==> src/rtl/weight_loader_pkg.sv <==
// Shared constants, state encoding and payload types for the kernel weight loader.
package weight_loader_pkg;

  localparam int unsigned DATA_W = 16;
  localparam int unsigned ROWS   = 5;
  localparam int unsigned COLS   = 5;
  localparam int unsigned CH     = 3;

  localparam int unsigned ROW_W = $clog2(ROWS);
  localparam int unsigned COL_W = $clog2(COLS);
  localparam int unsigned CH_W  = $clog2(CH);

  localparam logic [COLS-1:0] ROW_MASK = {COLS{1'b1}};

  typedef enum logic [1:0] {
    IDLE  = 2'd0,
    FILL  = 2'd1,
    WRITE = 2'd2,
    DONE  = 2'd3
  } state_t;

  typedef logic [DATA_W-1:0] word_t;

  // One kernel row as staged for the RAM block: [col][ch].
  typedef word_t [COLS-1:0][CH-1:0] row_t;

endpackage

==> src/rtl/weight_loader_if.sv <==
// Valid/ready weight stream between a word source and the loader.
interface weight_loader_if;
  import weight_loader_pkg::*;

  logic  s_valid;
  logic  s_ready;
  word_t s_data;

  modport master (output s_valid, output s_data, input s_ready);
  modport slave  (input s_valid, input s_data, output s_ready);
endinterface

==> src/rtl/weight_row_stage.sv <==
// Staging register file for one kernel row, written one (col, ch) word at a time.
module weight_row_stage
  import weight_loader_pkg::*;
(
  input  logic             clk,
  input  logic             rst,
  input  logic             wr_en,
  input  logic [COL_W-1:0] col,
  input  logic [CH_W-1:0]  ch,
  input  word_t            data,
  output row_t             row
);

  always_ff @(posedge clk) begin
    if (rst) begin
      row <= '0;
    end else if (wr_en) begin
      row[col][ch] <= data;
    end
  end

endmodule

==> src/rtl/weight_loader.sv <==
// Streams a 5x5x3 kernel into the weight RAM block one row per write cycle.
// Optional running checksum of accepted words: define WEIGHT_LOADER_CHKSUM_EN.
module weight_loader
  import weight_loader_pkg::*;
(
  input  logic              clk,
  input  logic              rst,
  input  logic              start,
  input  logic              abort,
  weight_loader_if.slave    strm,
  output logic [ROW_W-1:0]  addr_write,
  output logic [COLS-1:0]   write_enable,
  output word_t             data_in_0_0,
  output word_t             data_in_0_1,
  output word_t             data_in_0_2,
  output word_t             data_in_1_0,
  output word_t             data_in_1_1,
  output word_t             data_in_1_2,
  output word_t             data_in_2_0,
  output word_t             data_in_2_1,
  output word_t             data_in_2_2,
  output word_t             data_in_3_0,
  output word_t             data_in_3_1,
  output word_t             data_in_3_2,
  output word_t             data_in_4_0,
  output word_t             data_in_4_1,
  output word_t             data_in_4_2,
  output logic              busy,
  output logic              done,
  output logic              weights_valid
`ifdef WEIGHT_LOADER_CHKSUM_EN
  ,
  output logic [DATA_W-1:0] chksum
`endif
);

  state_t           state, state_nxt;
  logic [ROW_W-1:0] row;
  logic [COL_W-1:0] col;
  logic [CH_W-1:0]  ch;

  logic             ready_nxt, busy_nxt, done_nxt, valid_nxt;
  logic [COLS-1:0]  we_nxt;
  logic [ROW_W-1:0] addr_nxt;
  row_t             stage;

  logic accept, take, last_word, start_go, abort_act;

  // Abort beats a concurrent handshake, so a word is only kept when abort is low.
  assign accept    = strm.s_valid & strm.s_ready;
  assign take      = accept & ~abort;
  assign last_word = (col == COL_W'(COLS - 1)) & (ch == CH_W'(CH - 1));
  assign start_go  = (state == IDLE) & start & ~abort;
  assign abort_act = abort & (state != IDLE);

  // State, counters and registered outputs.
  always_ff @(posedge clk) begin
    if (rst) begin
      state         <= IDLE;
      row           <= '0;
      col           <= '0;
      ch            <= '0;
      strm.s_ready  <= 1'b0;
      write_enable  <= '0;
      addr_write    <= '0;
      busy          <= 1'b0;
      done          <= 1'b0;
      weights_valid <= 1'b0;
    end else begin
      state         <= state_nxt;
      strm.s_ready  <= ready_nxt;
      write_enable  <= we_nxt;
      addr_write    <= addr_nxt;
      busy          <= busy_nxt;
      done          <= done_nxt;
      weights_valid <= valid_nxt;
      if (start_go || abort_act) begin
        row <= '0;
        col <= '0;
        ch  <= '0;
      end else if (take) begin
        if (ch == CH_W'(CH - 1)) begin
          ch  <= '0;
          col <= last_word ? '0 : col + COL_W'(1);
        end else begin
          ch  <= ch + CH_W'(1);
        end
      end else if (state == WRITE) begin
        row <= (row == ROW_W'(ROWS - 1)) ? '0 : row + ROW_W'(1);
      end
    end
  end

  // Next-state decode.
  always_comb begin
    state_nxt = state;
    if (abort) begin
      state_nxt = IDLE;
    end else begin
      case (state)
        IDLE:    if (start) state_nxt = FILL;
        FILL:    if (take && last_word) state_nxt = WRITE;
        WRITE:   state_nxt = (row == ROW_W'(ROWS - 1)) ? DONE : FILL;
        DONE:    state_nxt = IDLE;
        default: state_nxt = IDLE;
      endcase
    end
  end

  // Output values for the coming state, registered above.
  always_comb begin
    ready_nxt = 1'b0;
    we_nxt    = '0;
    addr_nxt  = addr_write;
    busy_nxt  = 1'b0;
    done_nxt  = 1'b0;
    valid_nxt = weights_valid;
    if (start_go || abort_act) valid_nxt = 1'b0;
    case (state_nxt)
      FILL: begin
        ready_nxt = 1'b1;
        busy_nxt  = 1'b1;
      end
      WRITE: begin
        we_nxt   = ROW_MASK;
        addr_nxt = row;
        busy_nxt = 1'b1;
      end
      DONE: begin
        busy_nxt  = 1'b1;
        done_nxt  = 1'b1;
        valid_nxt = 1'b1;
      end
      default: ;
    endcase
  end

`ifdef WEIGHT_LOADER_CHKSUM_EN
  always_ff @(posedge clk) begin
    if (rst || start_go || abort_act) begin
      chksum <= '0;
    end else if (take) begin
      chksum <= chksum + strm.s_data;
    end
  end
`endif

  weight_row_stage u_stage (
    .clk   (clk),
    .rst   (rst),
    .wr_en (take),
    .col   (col),
    .ch    (ch),
    .data  (strm.s_data),
    .row   (stage)
  );

  assign data_in_0_0 = stage[0][0];
  assign data_in_0_1 = stage[0][1];
  assign data_in_0_2 = stage[0][2];
  assign data_in_1_0 = stage[1][0];
  assign data_in_1_1 = stage[1][1];
  assign data_in_1_2 = stage[1][2];
  assign data_in_2_0 = stage[2][0];
  assign data_in_2_1 = stage[2][1];
  assign data_in_2_2 = stage[2][2];
  assign data_in_3_0 = stage[3][0];
  assign data_in_3_1 = stage[3][1];
  assign data_in_3_2 = stage[3][2];
  assign data_in_4_0 = stage[4][0];
  assign data_in_4_1 = stage[4][1];
  assign data_in_4_2 = stage[4][2];

endmodule

==> src/flat_wrapper.sv <==
// flat-port wrapper written by rule: the top's interface ports become plain ports
module weight_loader_flat import weight_loader_pkg::*;
  (clk, rst, start, abort, addr_write, write_enable, data_in_0_0, data_in_0_1, data_in_0_2, data_in_1_0, data_in_1_1, data_in_1_2, data_in_2_0, data_in_2_1, data_in_2_2, data_in_3_0, data_in_3_1, data_in_3_2, data_in_4_0, data_in_4_1, data_in_4_2, busy, done, weights_valid, strm_s_valid, strm_s_data, strm_s_ready);
  weight_loader_if strm_i ();
  input  logic clk;
  input  logic rst;
  input  logic start;
  input  logic abort;
  output logic [ROW_W-1:0] addr_write;
  output logic [COLS-1:0] write_enable;
  output word_t data_in_0_0;
  output word_t data_in_0_1;
  output word_t data_in_0_2;
  output word_t data_in_1_0;
  output word_t data_in_1_1;
  output word_t data_in_1_2;
  output word_t data_in_2_0;
  output word_t data_in_2_1;
  output word_t data_in_2_2;
  output word_t data_in_3_0;
  output word_t data_in_3_1;
  output word_t data_in_3_2;
  output word_t data_in_4_0;
  output word_t data_in_4_1;
  output word_t data_in_4_2;
  output logic busy;
  output logic done;
  output logic weights_valid;
  input wire logic [$bits(strm_i.s_valid)-1:0] strm_s_valid;
  input wire logic [$bits(strm_i.s_data)-1:0] strm_s_data;
  output wire logic [$bits(strm_i.s_ready)-1:0] strm_s_ready;
  assign strm_i.s_valid = strm_s_valid;
  assign strm_i.s_data = strm_s_data;
  assign strm_s_ready = strm_i.s_ready;
  weight_loader u_core (.clk(clk), .rst(rst), .start(start), .abort(abort), .strm(strm_i), .addr_write(addr_write), .write_enable(write_enable), .data_in_0_0(data_in_0_0), .data_in_0_1(data_in_0_1), .data_in_0_2(data_in_0_2), .data_in_1_0(data_in_1_0), .data_in_1_1(data_in_1_1), .data_in_1_2(data_in_1_2), .data_in_2_0(data_in_2_0), .data_in_2_1(data_in_2_1), .data_in_2_2(data_in_2_2), .data_in_3_0(data_in_3_0), .data_in_3_1(data_in_3_1), .data_in_3_2(data_in_3_2), .data_in_4_0(data_in_4_0), .data_in_4_1(data_in_4_1), .data_in_4_2(data_in_4_2), .busy(busy), .done(done), .weights_valid(weights_valid));
endmodule
==> config.mk <==
export PLATFORM = sky130hd
export DESIGN_NAME = weight_loader_flat
export DESIGN_NICKNAME = d
export VERILOG_FILES = /design/src/rtl/weight_loader_pkg.sv /design/src/rtl/weight_loader_if.sv /design/src/rtl/weight_row_stage.sv /design/src/rtl/weight_loader.sv /design/src/flat_wrapper.sv
export SDC_FILE = /design/constraint.sdc
export NUM_CORES = 1
export LEC_CHECK = 0
export ABC_AREA = 1
export BUFFER_PORTS_ARGS = -buffer_cell sky130_fd_sc_hd__buf_2
export CAP_MARGIN = 40
export CORE_ASPECT_RATIO = 0.75
export CORE_MARGIN = 10
export CORE_UTILIZATION = 46
export CTS_BUF_LIST = sky130_fd_sc_hd__clkbuf_4 sky130_fd_sc_hd__clkbuf_8 sky130_fd_sc_hd__clkbuf_16
export CTS_CLUSTER_DIAMETER = 100
export CTS_CLUSTER_SIZE = 16
export DETAILED_ROUTE_END_ITERATION = 8
export GPL_TIMING_DRIVEN = 0
export PLACE_DENSITY = 0.86
export SLEW_MARGIN = 25
export SYNTH_ARGS = -nofsm -noshare
export SYNTH_HDL_FRONTEND = slang
export SYNTH_SLANG_ARGS = --single-unit
==> constraint.sdc <==
create_clock -name clk -period 1.5 [get_ports clk]
set_clock_uncertainty 0.15 [all_clocks]
set_input_delay 0.15 -clock clk [delete_from_list [all_inputs] [get_ports clk]]
set_output_delay 0.15 -clock clk [all_outputs]
set_load 0.02 [all_outputs]
* Word level (Yosys, flattened, before mapping) *
Cells that the tools add are included.

storage, ports and cells
  flip-flop bits (word level) = 262
  word-level logic and storage cells = 79

operators by class
  add/subtract/negate cells = 3
  multiplexer cells = 19
  order comparisons = 4
  bitwise operators = 8
  reductions and logical operators = 11
  equality and inequality tests = 9

operator list
  operator                                                    number
  bitwise mux 240 bit                                         1
  demux 48 bit (select 3 bit)                                 1
  two-way mux 48 bit                                          1
  demux 16 bit (select 2 bit)                                 1
  two-way mux 16 bit                                          1
  equality test 2 bit, second input constant                  5
  two-way mux 2 bit                                           5
  case mux 2 bit (4 select lines)                             1
  adder 3 x 1 -> 3 bit, second input constant                 2
  bitwise AND 1 bit                                           6
  equality test 3 bit, second input constant                  2
  two-way mux 3 bit                                           2
  two-way mux 1 bit                                           5
  two-way mux 5 bit                                           1
  equality test 2 x 1 -> 1 bit, second input constant         2
  less-than comparator 3 x 4 -> 1 bit, second input constant  1
  AND reduction 2 bit                                         2
  nonzero test 2 bit                                          2
  >= comparator 3 x 1 -> 1 bit, second input constant         1
  logical AND 1 bit                                           3
  less-than comparator 2 x 3 -> 1 bit, second input constant  1
  OR reduction 3 bit                                          1
  adder 2 x 1 -> 2 bit, second input constant                 1
  >= comparator 2 x 1 -> 1 bit, second input constant         1
  other kinds (4)                                             5

* Depth between registers and ports, before layout *
Gate-level depths: netlist (run 1).

  depth in word-level cells = 9
  depth in mapped cells = 10

* Cells and area by module *
Synthesis (run 1) repeated with hierarchy kept, for this count alone.

second synthesis, totals
  cell total of the unflattened synthesis = 1455
  area, all modules = 10446.3 um^2

modules (own cells, without submodules)
  module            area each (um^2)  instances  cells each
  weight_row_stage  9566.7            1          1343
  weight_loader     879.6             1          112

* Worst setup path after synthesis (run 1) *
OpenSTA, ideal clock, no wires.

  path kind = register to register
  from = register u_core.strm.s_ready
  to = register u_core.u_stage.row[181] (netlist bit)
  arrival = 1.482 ns
  slack = -0.247 ns
  stages on the path, launching flop included = 10
  required time = 1.234 ns
  library setup time = 0.116 ns
  clock period less this slack = 1.747 ns
  cells stage by stage = dfxtp_1 -> nand2_1 -> nor2_8 -> nand3_4 -> buf_6 -> nor2_4 -> inv_2 -> buf_6 -> nor2_1 -> nor2_1

between the ends
  word-level cells in the longest chain between the ends = 2

ends and longest elaborated chain
  what                           RTL line                source
  start, declared                weight_loader_if.sv:10  modport slave (input s_valid, input s_data, output s_ready);
  start signal, assigned         weight_loader.sv:71     strm.s_ready <= ready_nxt;
  bitwise AND 1 bit              weight_loader.sv:50     assign accept = strm.s_valid & strm.s_ready;
  bitwise AND 1 bit              weight_loader.sv:51     assign take = accept & ~abort;
  end signal, assigned by index  weight_row_stage.sv:18  row[col][ch] <= data;
  end, declared                  weight_row_stage.sv:11  output row_t row

No other way between the ends.
A chain may end at the register's enable or synchronous reset.

* Worst setup path in the final report (run 1) *
  from = register u_core.strm.s_ready
  to = register u_core.u_stage.row[6] (netlist bit)

The elaborated chain is that of the path after synthesis.

==> flow_summary.ini, run 1 <==
[logic_synthesis]
synth-seq-area-share = 0.5536
yosys.area.top_type = dfxtp_1
yosys_warnings = 0
ys_seq_elements = 258
syn-num-nets = 1206
synth_area_um2 = 9329
synth.area.top_cells = dfxtp_1 (55%), nor2_1 (20%), o21ai_0 (12%)
netlist-cell-type-count = 25
netlist.area_leader.share = 0.5536
syn_inst = 1181
syn_area_per_cell_um2 = 7.899

[sta]
holdWs_ns = -0.1095
slew-limit-headroom = 0.4619
hold_viol = 5
min_period_ns = 1.864
setup_slack_ns = -0.3640
finalSetupViolations = 246
tns_ns = -36.53
fmax_mhz = 536.5
rsz0062_at_grt = yes
finalCritPeriodShare = 1.243
worst_pin_slew_ns = 0.8072
final_max_slew_viol_count = 0

[pwr]
p_per_area_nw_per_um2 = 851.7
p_clk_frac = 0.399
combinationalPowerShare = 0.057
seq_power_share = 0.544
p_leak_nw = 6.621
report.power.total_mw = 12.62
p_switching_mw = 3.052
p_int_mw = 9.563
switching_share = 0.2420
ir_drop_mv = 0.8247

[cts]
clkSinkCount = 258
ctsLongestPathBuffers = 3
cts_tree = yes
clk_pin_slew_ns = 0.08
htreeDepth = 1
root_buffer = clkbuf_16
numCtsBuffers = 20
clk-insertion-delay-late_ns = 0.51

[detailed_routing]
wirelength_um = 41090
drc_errors = 0
drt_iter0_markers = 1020
vias_per_cell = 5.694
dr.pass1.iters = 6
wire_per_inst_um = 22.19
final_antenna_net_count = 0
vias = 10550

[critical_path]
startpoint_type = flop
startpoint = u_core.strm.s_ready
path_class = reg2reg
path_max_fanout = 6
end_kind = flop
crit_required_ns = 1.78
cp.arrival_ns = 2.14
reg2reg_from = u_core.strm.s_ready
cp-endpoint = u_core.u_stage.row[6]
reg2reg_depth = 7
regToRegSetupSlack_ns = -0.36
reg2reg_to = u_core.u_stage.row[6]

[status]
violations = negative hold slack, negative setup slack
status = complete, but fails checks

[flow_run]
maxCapViolations = 0

[placement]
routabilityCongestion = 0.8320
io_buffer_count = 272
dp_hpwl_um = 23490

[global_route]
grt_pass1_vias = 9958
grt_pass1_wl_um = 56770
grt_max_degree = 18
antenna_found_initial = 0
grt_overflow = 0
grt_usage = 0.2727

[floorplan]
core_um2 = 20100
die_w_um = 184.4
fp.dieH_um = 143.3
start_util = 0.4641
dieArea_um2 = 26440
pin_count = 273
rows = 45

[final_layout]
final_cell_mix = nor2_1 (282), buf_2 (272), dfxtp_1 (253)
nets = 1618
syn_to_final_growth_pct = 58.77
antennaDiodeCount = 0
final_layout_size_suffix_gt1_frac = 0.4749
utilization = 0.7369
fillers = 1301
final_common_cell = nor2_1

[min_path]
hp-class = in2reg
-- Yosys cell counts (all sizes together) --
cell type and instances:
nand2 15, a211oi 2, clkbuf 41, inv 41
o21ai 248, dfxtp 258, nand3b 1, ha 4
nor2 505, buf 38, a21oi 12, nand3 9
xnor2 1, nor3 5, o21bai 1
-- kinds of logic (layout without fill, tap and decap cells) --
kind of cell | after synthesis | count (layout) | share of synthesized area
and+or+nand+nor | 535 | 536 | 0.2375
AOI/OAI and AO/OA | 263 | 263 | 0.1419
DFF | 258 | 258 | 0.5536
buffers and inverters | 120 | 532 | 0.06062
adders and majority gates | 4 | 4 | 0.005365
xor gates and xnor gates | 1 | 1 | 0.0009390
-- metrics by stage --
| stage | hold WS [ns] | instance area (µm²) | worst slack (ns) | cells |
|---|---|---|---|---|
| after floorplan | 0.1349 | 9408 | -0.07813 | 1181 |
| after global placement | 0.2843 | 11090 | -0.4040 | 1711 |
| after detailed placement | 0.2861 | 11140 | -0.4164 | 1715 |
| after CTS | -0.1434 | 13590 | -0.2026 | 1824 |
| after global routing | -0.1090 | 14810 | -0.3823 | 1852 |
| final | -0.1095 | 14810 | -0.3640 | 1852 |
-- cell type report --
cell class                 count  area (µm²)  share of cell area
buffer                        79       646.9             0.04367
clock buffer                  22       533.0             0.03599
clock inverter                 1       16.27            0.001098
inverter                      41       211.5             0.01428
multi-input combinational    804        5067              0.3421
sequential                   258        5179              0.3496
tap                          258       322.8             0.02179
timing repair buffer         389        2835              0.1914
-- metal layers --
metal	global-route usage	up-vias	share of wire
met3	0.08401	184	0.11
li1	-	4603	-
met1	0.3316	5005	0.37
met5	0	-	0
met4	0.1187	0	0.050
met2	0.4377	754	0.47
-- worst min path at each step --
stage / start / endpoint / slack [ns] / cells after the start
2_1_floorplan: strm_s_data[0] / u_core.u_stage.row[224] / 0.13 / 2
3_3_place_gp: u_core.addr_write[2] / u_core.addr_write[2] / 0.28 / 2
3_5_place_dp: u_core.addr_write[2] / u_core.addr_write[2] / 0.29 / 2
4_1_cts: strm_s_data[11] / u_core.u_stage.row[75] / -0.14 / 3
5_1_grt: strm_s_data[11] / u_core.u_stage.row[75] / -0.11 / 3
6_report: strm_s_data[11] / u_core.u_stage.row[75] / -0.11 / 3
-- worst max-delay path, stage by stage (launching register included) --
cell     delay [ns]
dfxtp_4        0.35
nand2_4        0.06
nor2_8         0.15
nand3_4        0.20
nor2_4         0.31
buf_6          0.17
o21ai_0        0.17
nor2_1         0.23
-- flip-flops by register name, indices dropped and copies added (netlist names) --
register              cells
u_core.u_stage.row      240
u_core.addr_write         3
u_core.col                3
u_core.row                3
u_core.ch                 2
u_core.state              2
u_core.busy               1
u_core.done               1
u_core.strm.s_ready       1
u_core.weights_valid      1
u_core.write_enable       1
-- power groups by stage --
stage | registers (mW) | clock network, mW | logic (mW)
floorplan | 7.04 | 0 | 0.174
global placement | 7.02 | 0 | 0.426
detailed placement | 7.02 | 0 | 0.442
CTS | 6.86 | 4.99 | 0.562
global route | 6.86 | 5.23 | 0.736
finish | 6.86 | 5.03 | 0.724
-- what timing repair did --
item                                    CTS  global route
hold endpoints to repair                 88             6
resized for setup                       362           286
setup buffers                            49            12
hold buffers                             17             1
endpoints found under the setup margin  243           259
pin swaps                               117           100
cloned                                   20             4
No activity file was read; power rests on OpenSTA's default activity.
==> run 2: changes to the inputs <==
--- a/config.mk
+++ b/config.mk
@@ -21,3 +21,4 @@
 export SYNTH_ARGS = -nofsm -noshare
 export SYNTH_HDL_FRONTEND = slang
 export SYNTH_SLANG_ARGS = --single-unit
+export TNS_END_PERCENT = 1
==> run 2 against run 1 <==
Compared with the run above:
- the run ends with negative setup slack left
- via count down 8.7%
- die area unchanged
- register-to-register slack better by 0.14 ns
- first-iteration DRC count down 27%
- sequential power about the same
- non-clock buffer count down 51
- power down 2.2%
- global-route usage down 2.8 points
- routed wire length down 15%
- critical path type unchanged
- largest cell class unchanged
==> flow_summary.ini, run 2 (synthesis gave the netlist of run 1 again) <==
[status]
status = complete, but fails checks
violations = negative setup slack

[pwr]
ir_drop_mv = 0.6497
p_per_area_nw_per_um2 = 974.4
p_leak_nw = 6.264

[final_layout]
final_cell_mix = nor2_1 (400), buf_2 (272), dfxtp_1 (252)
top_register = u_core.u_stage.row
finalInstanceArea_um2 = 12660
stdcell_count = 1800
antennaDiodeCount = 0
final_common_cell = nor2_1
largest_reg_flops = 240
final_layout_size_suffix_gt1_frac = 0.3444
syn_to_final_growth_pct = 35.74
nets = 1566

[sta]
setup_slack_ns = -0.2288
slew-limit-headroom = 0.3175
finalCritPeriodShare = 1.153
finalSetupViolations = 238
hold_viol = 0
tns_ns = -32.30
holdWs_ns = 0.03966
worst_pin_slew_ns = 1.024
rsz0062_at_grt = yes
fmax_mhz = 578.5
min_period_ns = 1.729
final_max_slew_viol_count = 0

[placement]
dp_hpwl_um = 23130
place_area_um2 = 11040
routabilityCongestion = 0.8446
place_inst = 1712
dp_slack_ns = -0.4527
io_buffer_count = 272

[min_path]
hp-class = in2reg

[cts]
clkSinkCount = 258
numCtsBuffers = 20
htreeDepth = 1
clk_pin_slew_ns = 0.07
clk-insertion-delay-late_ns = 0.50
root_buffer = clkbuf_16
cts_tree = yes
ctsLongestPathBuffers = 3

[floorplan]
pin_count = 273
die_w_um = 184.4
rows = 45
core_um2 = 20100
start_util = 0.4641
dieArea_um2 = 26440
fp.dieH_um = 143.3

[detailed_routing]
vias_per_cell = 5.350
vias = 9630
drt_iter0_markers = 742
dr.pass1.iters = 5
drc_errors = 0
wirelength_um = 34770
wire_per_inst_um = 19.31
final_antenna_net_count = 0

[global_route]
grt_overflow = 0
grt_pass1_wl_um = 51330
grt_pass1_vias = 9082
grt_max_degree = 18
grt_usage = 0.2448
antenna_found_initial = 0

[critical_path]
path_class = reg2reg
slowest_delay_ns = 0.36
regToRegSetupSlack_ns = -0.23
startpoint_type = flop
cp.arrival_ns = 2.00
crit_top_cell = buf_4
crit_required_ns = 1.77
path_max_fanout = 6
worstPathCellList = nand2_4 > nor2_8 > nand3_4 > nor2_4 > buf_4 > buf_4 > o21ai_0 > nor2_1
end_kind = flop
crit_path_top_delay_cell = dfxtp_4

[flow_run]
maxCapViolations = 0
==> run 2: cell types whose count changed in the layout (fill, tap and decap cells not counted), sizes merged <==
cell / delta
dlygate4sd3: +1
inv: +1
clkinv: -1
nor2: -1
buf: -52
==> run 2: final timing paths <==
path / depth (start not counted) / start / endpoint
setup / recovery: 8 / u_core.strm.s_ready / u_core.u_stage.row[98]
hold / removal: 4 / abort / u_core.ch[0]
hold reg to reg: 2 / u_core.addr_write[1] / u_core.addr_write[1]
setup reg to reg: 8 / u_core.strm.s_ready / u_core.u_stage.row[98]
==> run 2: final cells by class <==
type	count	area [µm²]
Multi-Input combinational cell	803	3908
Clock buffer	22	533.0
Inverter	41	181.4
Clock inverter	1	16.27
Buffer	79	561.8
Timing Repair Buffer	338	1961
Fill cell	1635	7437
Tap cell	258	322.8
Sequential cell	258	5180
==> run 2: where the power goes <==
part           internal (mW)  switching [mW]  leakage [nW]  total [mW]
Clock                   2.53            2.41         0.271        4.94
Sequential              6.85          0.0108          2.08        6.86
Combinational          0.137           0.394          3.91       0.530
==> run 2: metal layers <==
metal,up-vias,GRT usage,part of all wire
met5,-,0,0
met4,0,0.06839,0.030
met3,76,0.08401,0.12
met2,555,0.3967,0.46
met1,4532,0.3029,0.40
li1,4467,-,-
==> run 2: stage by stage <==
stage	util	total power, mW
2_1_floorplan	-	7.218
3_3_place_gp	0.5486	7.443
3_5_place_dp	0.5492	7.448
4_1_cts	0.6084	12.33
5_1_grt	0.6300	12.64
6_report	0.6300	12.34
==> run 2: worst max-delay path: cells and delay by family, from the launching register on <==
family | cells | cell delay (ns)
and+or+nand+nor | 5 | 0.83
buffers and inverters | 2 | 0.24
DFF | 1 | 0.36
AOI/OAI and AO/OA | 1 | 0.08
==> run 2: what timing repair did <==
action / CTS / global route
hold endpoints to repair: 86 / 5
cloned: 1 / 0
setup buffers: 31 / 10
setup endpoints to repair: 250 / 260
hold buffers: 18 / 1
resized for setup: 86 / 107
pin swaps: 67 / 30
==> run 3: changes to the inputs <==
--- a/config.mk
+++ b/config.mk
@@ -10,13 +10,13 @@
 export CAP_MARGIN = 40
 export CORE_ASPECT_RATIO = 0.75
 export CORE_MARGIN = 10
-export CORE_UTILIZATION = 46
+export CORE_UTILIZATION = 51
 export CTS_BUF_LIST = sky130_fd_sc_hd__clkbuf_4 sky130_fd_sc_hd__clkbuf_8 sky130_fd_sc_hd__clkbuf_16
 export CTS_CLUSTER_DIAMETER = 100
 export CTS_CLUSTER_SIZE = 16
 export DETAILED_ROUTE_END_ITERATION = 8
 export GPL_TIMING_DRIVEN = 0
-export PLACE_DENSITY = 0.86
+export PLACE_DENSITY = 0.9
 export SLEW_MARGIN = 25
 export SYNTH_ARGS = -nofsm -noshare
 export SYNTH_HDL_FRONTEND = slang
==> constraint.sdc (replaced) <==
create_clock -name clk -period 1.6 [get_ports clk]
set_clock_uncertainty 0.15 [all_clocks]
set_input_delay 0.16 -clock clk [delete_from_list [all_inputs] [get_ports clk]]
set_output_delay 0.16 -clock clk [all_outputs]
set_load 0.02 [all_outputs]
==> run 3 against run 2 <==
Compared with the run above:
- the flow still finishes with violations (negative setup slack)
- fmax fell by 0.49%
- die area shrank 8.6%
- first-iteration DRC count is 47% higher
- clock-buffer cell count is 1 lower
- worst setup slack improved by 0.092 ns
- non-clock buffer count is 7 lower
- register-to-register slack improved by 0.09 ns
- critical path depth unchanged
- final area rose by 0.26%
- global-route usage grew 1.3 points
- largest cell class unchanged
- power is 6.6% lower
- final cell count decreased by 1.3%
==> flow_summary.ini, run 3 (synthesis gave the netlist of run 1 again) <==
[placement]
dp_slack_ns = -0.3230
io_buffer_count = 272
place_inst = 1695
routabilityCongestion = 0.8568
dp_hpwl_um = 23040

[cts]
clk-insertion-delay-late_ns = 0.50
clk_pin_slew_ns = 0.08
clkSinkCount = 258
htreeDepth = 1
cts_tree = yes
root_buffer = clkbuf_16
numCtsBuffers = 20
ctsLongestPathBuffers = 3

[floorplan]
dieArea_um2 = 24160
pin_count = 273
start_util = 0.5237
core_um2 = 17810
die_w_um = 176.2
fp.dieH_um = 137.1
rows = 42

[sta]
rsz0062_at_grt = yes
holdWs_ns = 0.08903
worst_pin_slew_ns = 1.007
fmax_mhz = 575.6
setup_slack_ns = -0.1372
tns_ns = -9.442
finalSetupViolations = 176
min_period_ns = 1.737
hold_viol = 0
slew-limit-headroom = 0.3284
finalCritPeriodShare = 1.086
final_max_slew_viol_count = 0

[final_layout]
nets = 1560
final_common_cell = nor2_1
final_layout_size_suffix_gt1_frac = 0.3407
final_cell_mix = nor2_1 (391), buf_2 (274), dfxtp_1 (254)
antennaDiodeCount = 0
stdcell_count = 1777
top_register = u_core.u_stage.row
syn_to_final_growth_pct = 36.09
largest_reg_flops = 240

[detailed_routing]
drt_iter0_markers = 1091
wire_per_inst_um = 19.52
final_antenna_net_count = 0
dr.pass1.iters = 5
wirelength_um = 34690
vias_per_cell = 5.501
vias = 9776
drc_errors = 0

[pwr]
report.power.total_mw = 11.53
p_leak_nw = 6.278
ir_drop_mv = 0.7468
p_per_area_nw_per_um2 = 908.2

[critical_path]
cp.arrival_ns = 1.96
startpoint_type = flop
path_class = reg2reg
crit_required_ns = 1.82
path_max_fanout = 10
end_kind = flop

[global_route]
grt_usage = 0.2581
grt_max_degree = 17
grt_pass1_wl_um = 49980
grt_overflow = 0
grt_pass1_vias = 8922
antenna_found_initial = 0

[flow_run]
maxCapViolations = 0

[status]
violations = negative setup slack
status = complete, but fails checks

[min_path]
hp-class = in2reg
-- run 3: power breakdown --
group / switching, mW / internal [mW]
Clock: 2.25 / 2.35
Combinational: 0.370 / 0.126
Sequential: 0.00972 / 6.43
-- run 3: metrics by stage --
step	utilization	area [µm²]
after floorplan	-	9333
after global routing	0.7127	12700
after global placement	0.6173	11000
final	0.7127	12700
after CTS	0.6819	12150
after detailed placement	0.6173	11000
-- run 3: worst paths after layout --
check / startpoint / end / slack [ns] / depth (start not counted)
worst min-delay path: abort / u_core.col[1] / 0.09 / 5
worst max-delay path: u_core.strm.s_ready / u_core.u_stage.row[28] / -0.14 / 8
worst max register to register: u_core.strm.s_ready / u_core.u_stage.row[28] / -0.14 / 8
worst min register to register: u_core.addr_write[0] / u_core.addr_write[0] / 0.29 / 2
-- run 3: timing repair --
action | in CTS | in global routing
hold buffers | 18 | 1
endpoints found under the setup margin | 192 | 244
setup buffers | 24 | 10
resized for setup | 78 | 128
pin swaps | 43 | 43
hold endpoints to repair | 84 | 2
gates cloned | 2 | 2
-- run 3: layer usage --
layer | track usage | wire length [µm] | vias to the layer above | share of wire
li1 | - | - | 4461 | -
met1 | 0.3213 | 13230 | 4575 | 0.38
met5 | 0 | 0 | - | 0
met3 | 0.08480 | 4205 | 107 | 0.12
met4 | 0.08830 | 1222 | 0 | 0.035
met2 | 0.4139 | 16030 | 633 | 0.46
-- run 3: critical path, cell delays in order, from the launching register on --
cell     delay (ns)
dfxtp_2        0.35
nand2_4        0.07
nor2_8         0.15
nand3_4        0.20
nor2_4         0.25
inv_4          0.09
buf_6          0.16
nor2_1         0.12
nor2_1         0.08
-- run 3: cell type report --
| class | count | area, µm² |
|---|---|---|
| Buffer | 79 | 571.8 |
| Clock buffer | 21 | 525.5 |
| Clock inverter | 1 | 16.27 |
| Fill cell | 1274 | 5119 |
| Inverter | 41 | 186.4 |
| Multi-Input combinational cell | 804 | 3970 |
| Sequential cell | 258 | 5175 |
| Tap cell | 242 | 302.8 |
| Timing Repair Buffer | 331 | 1948 |
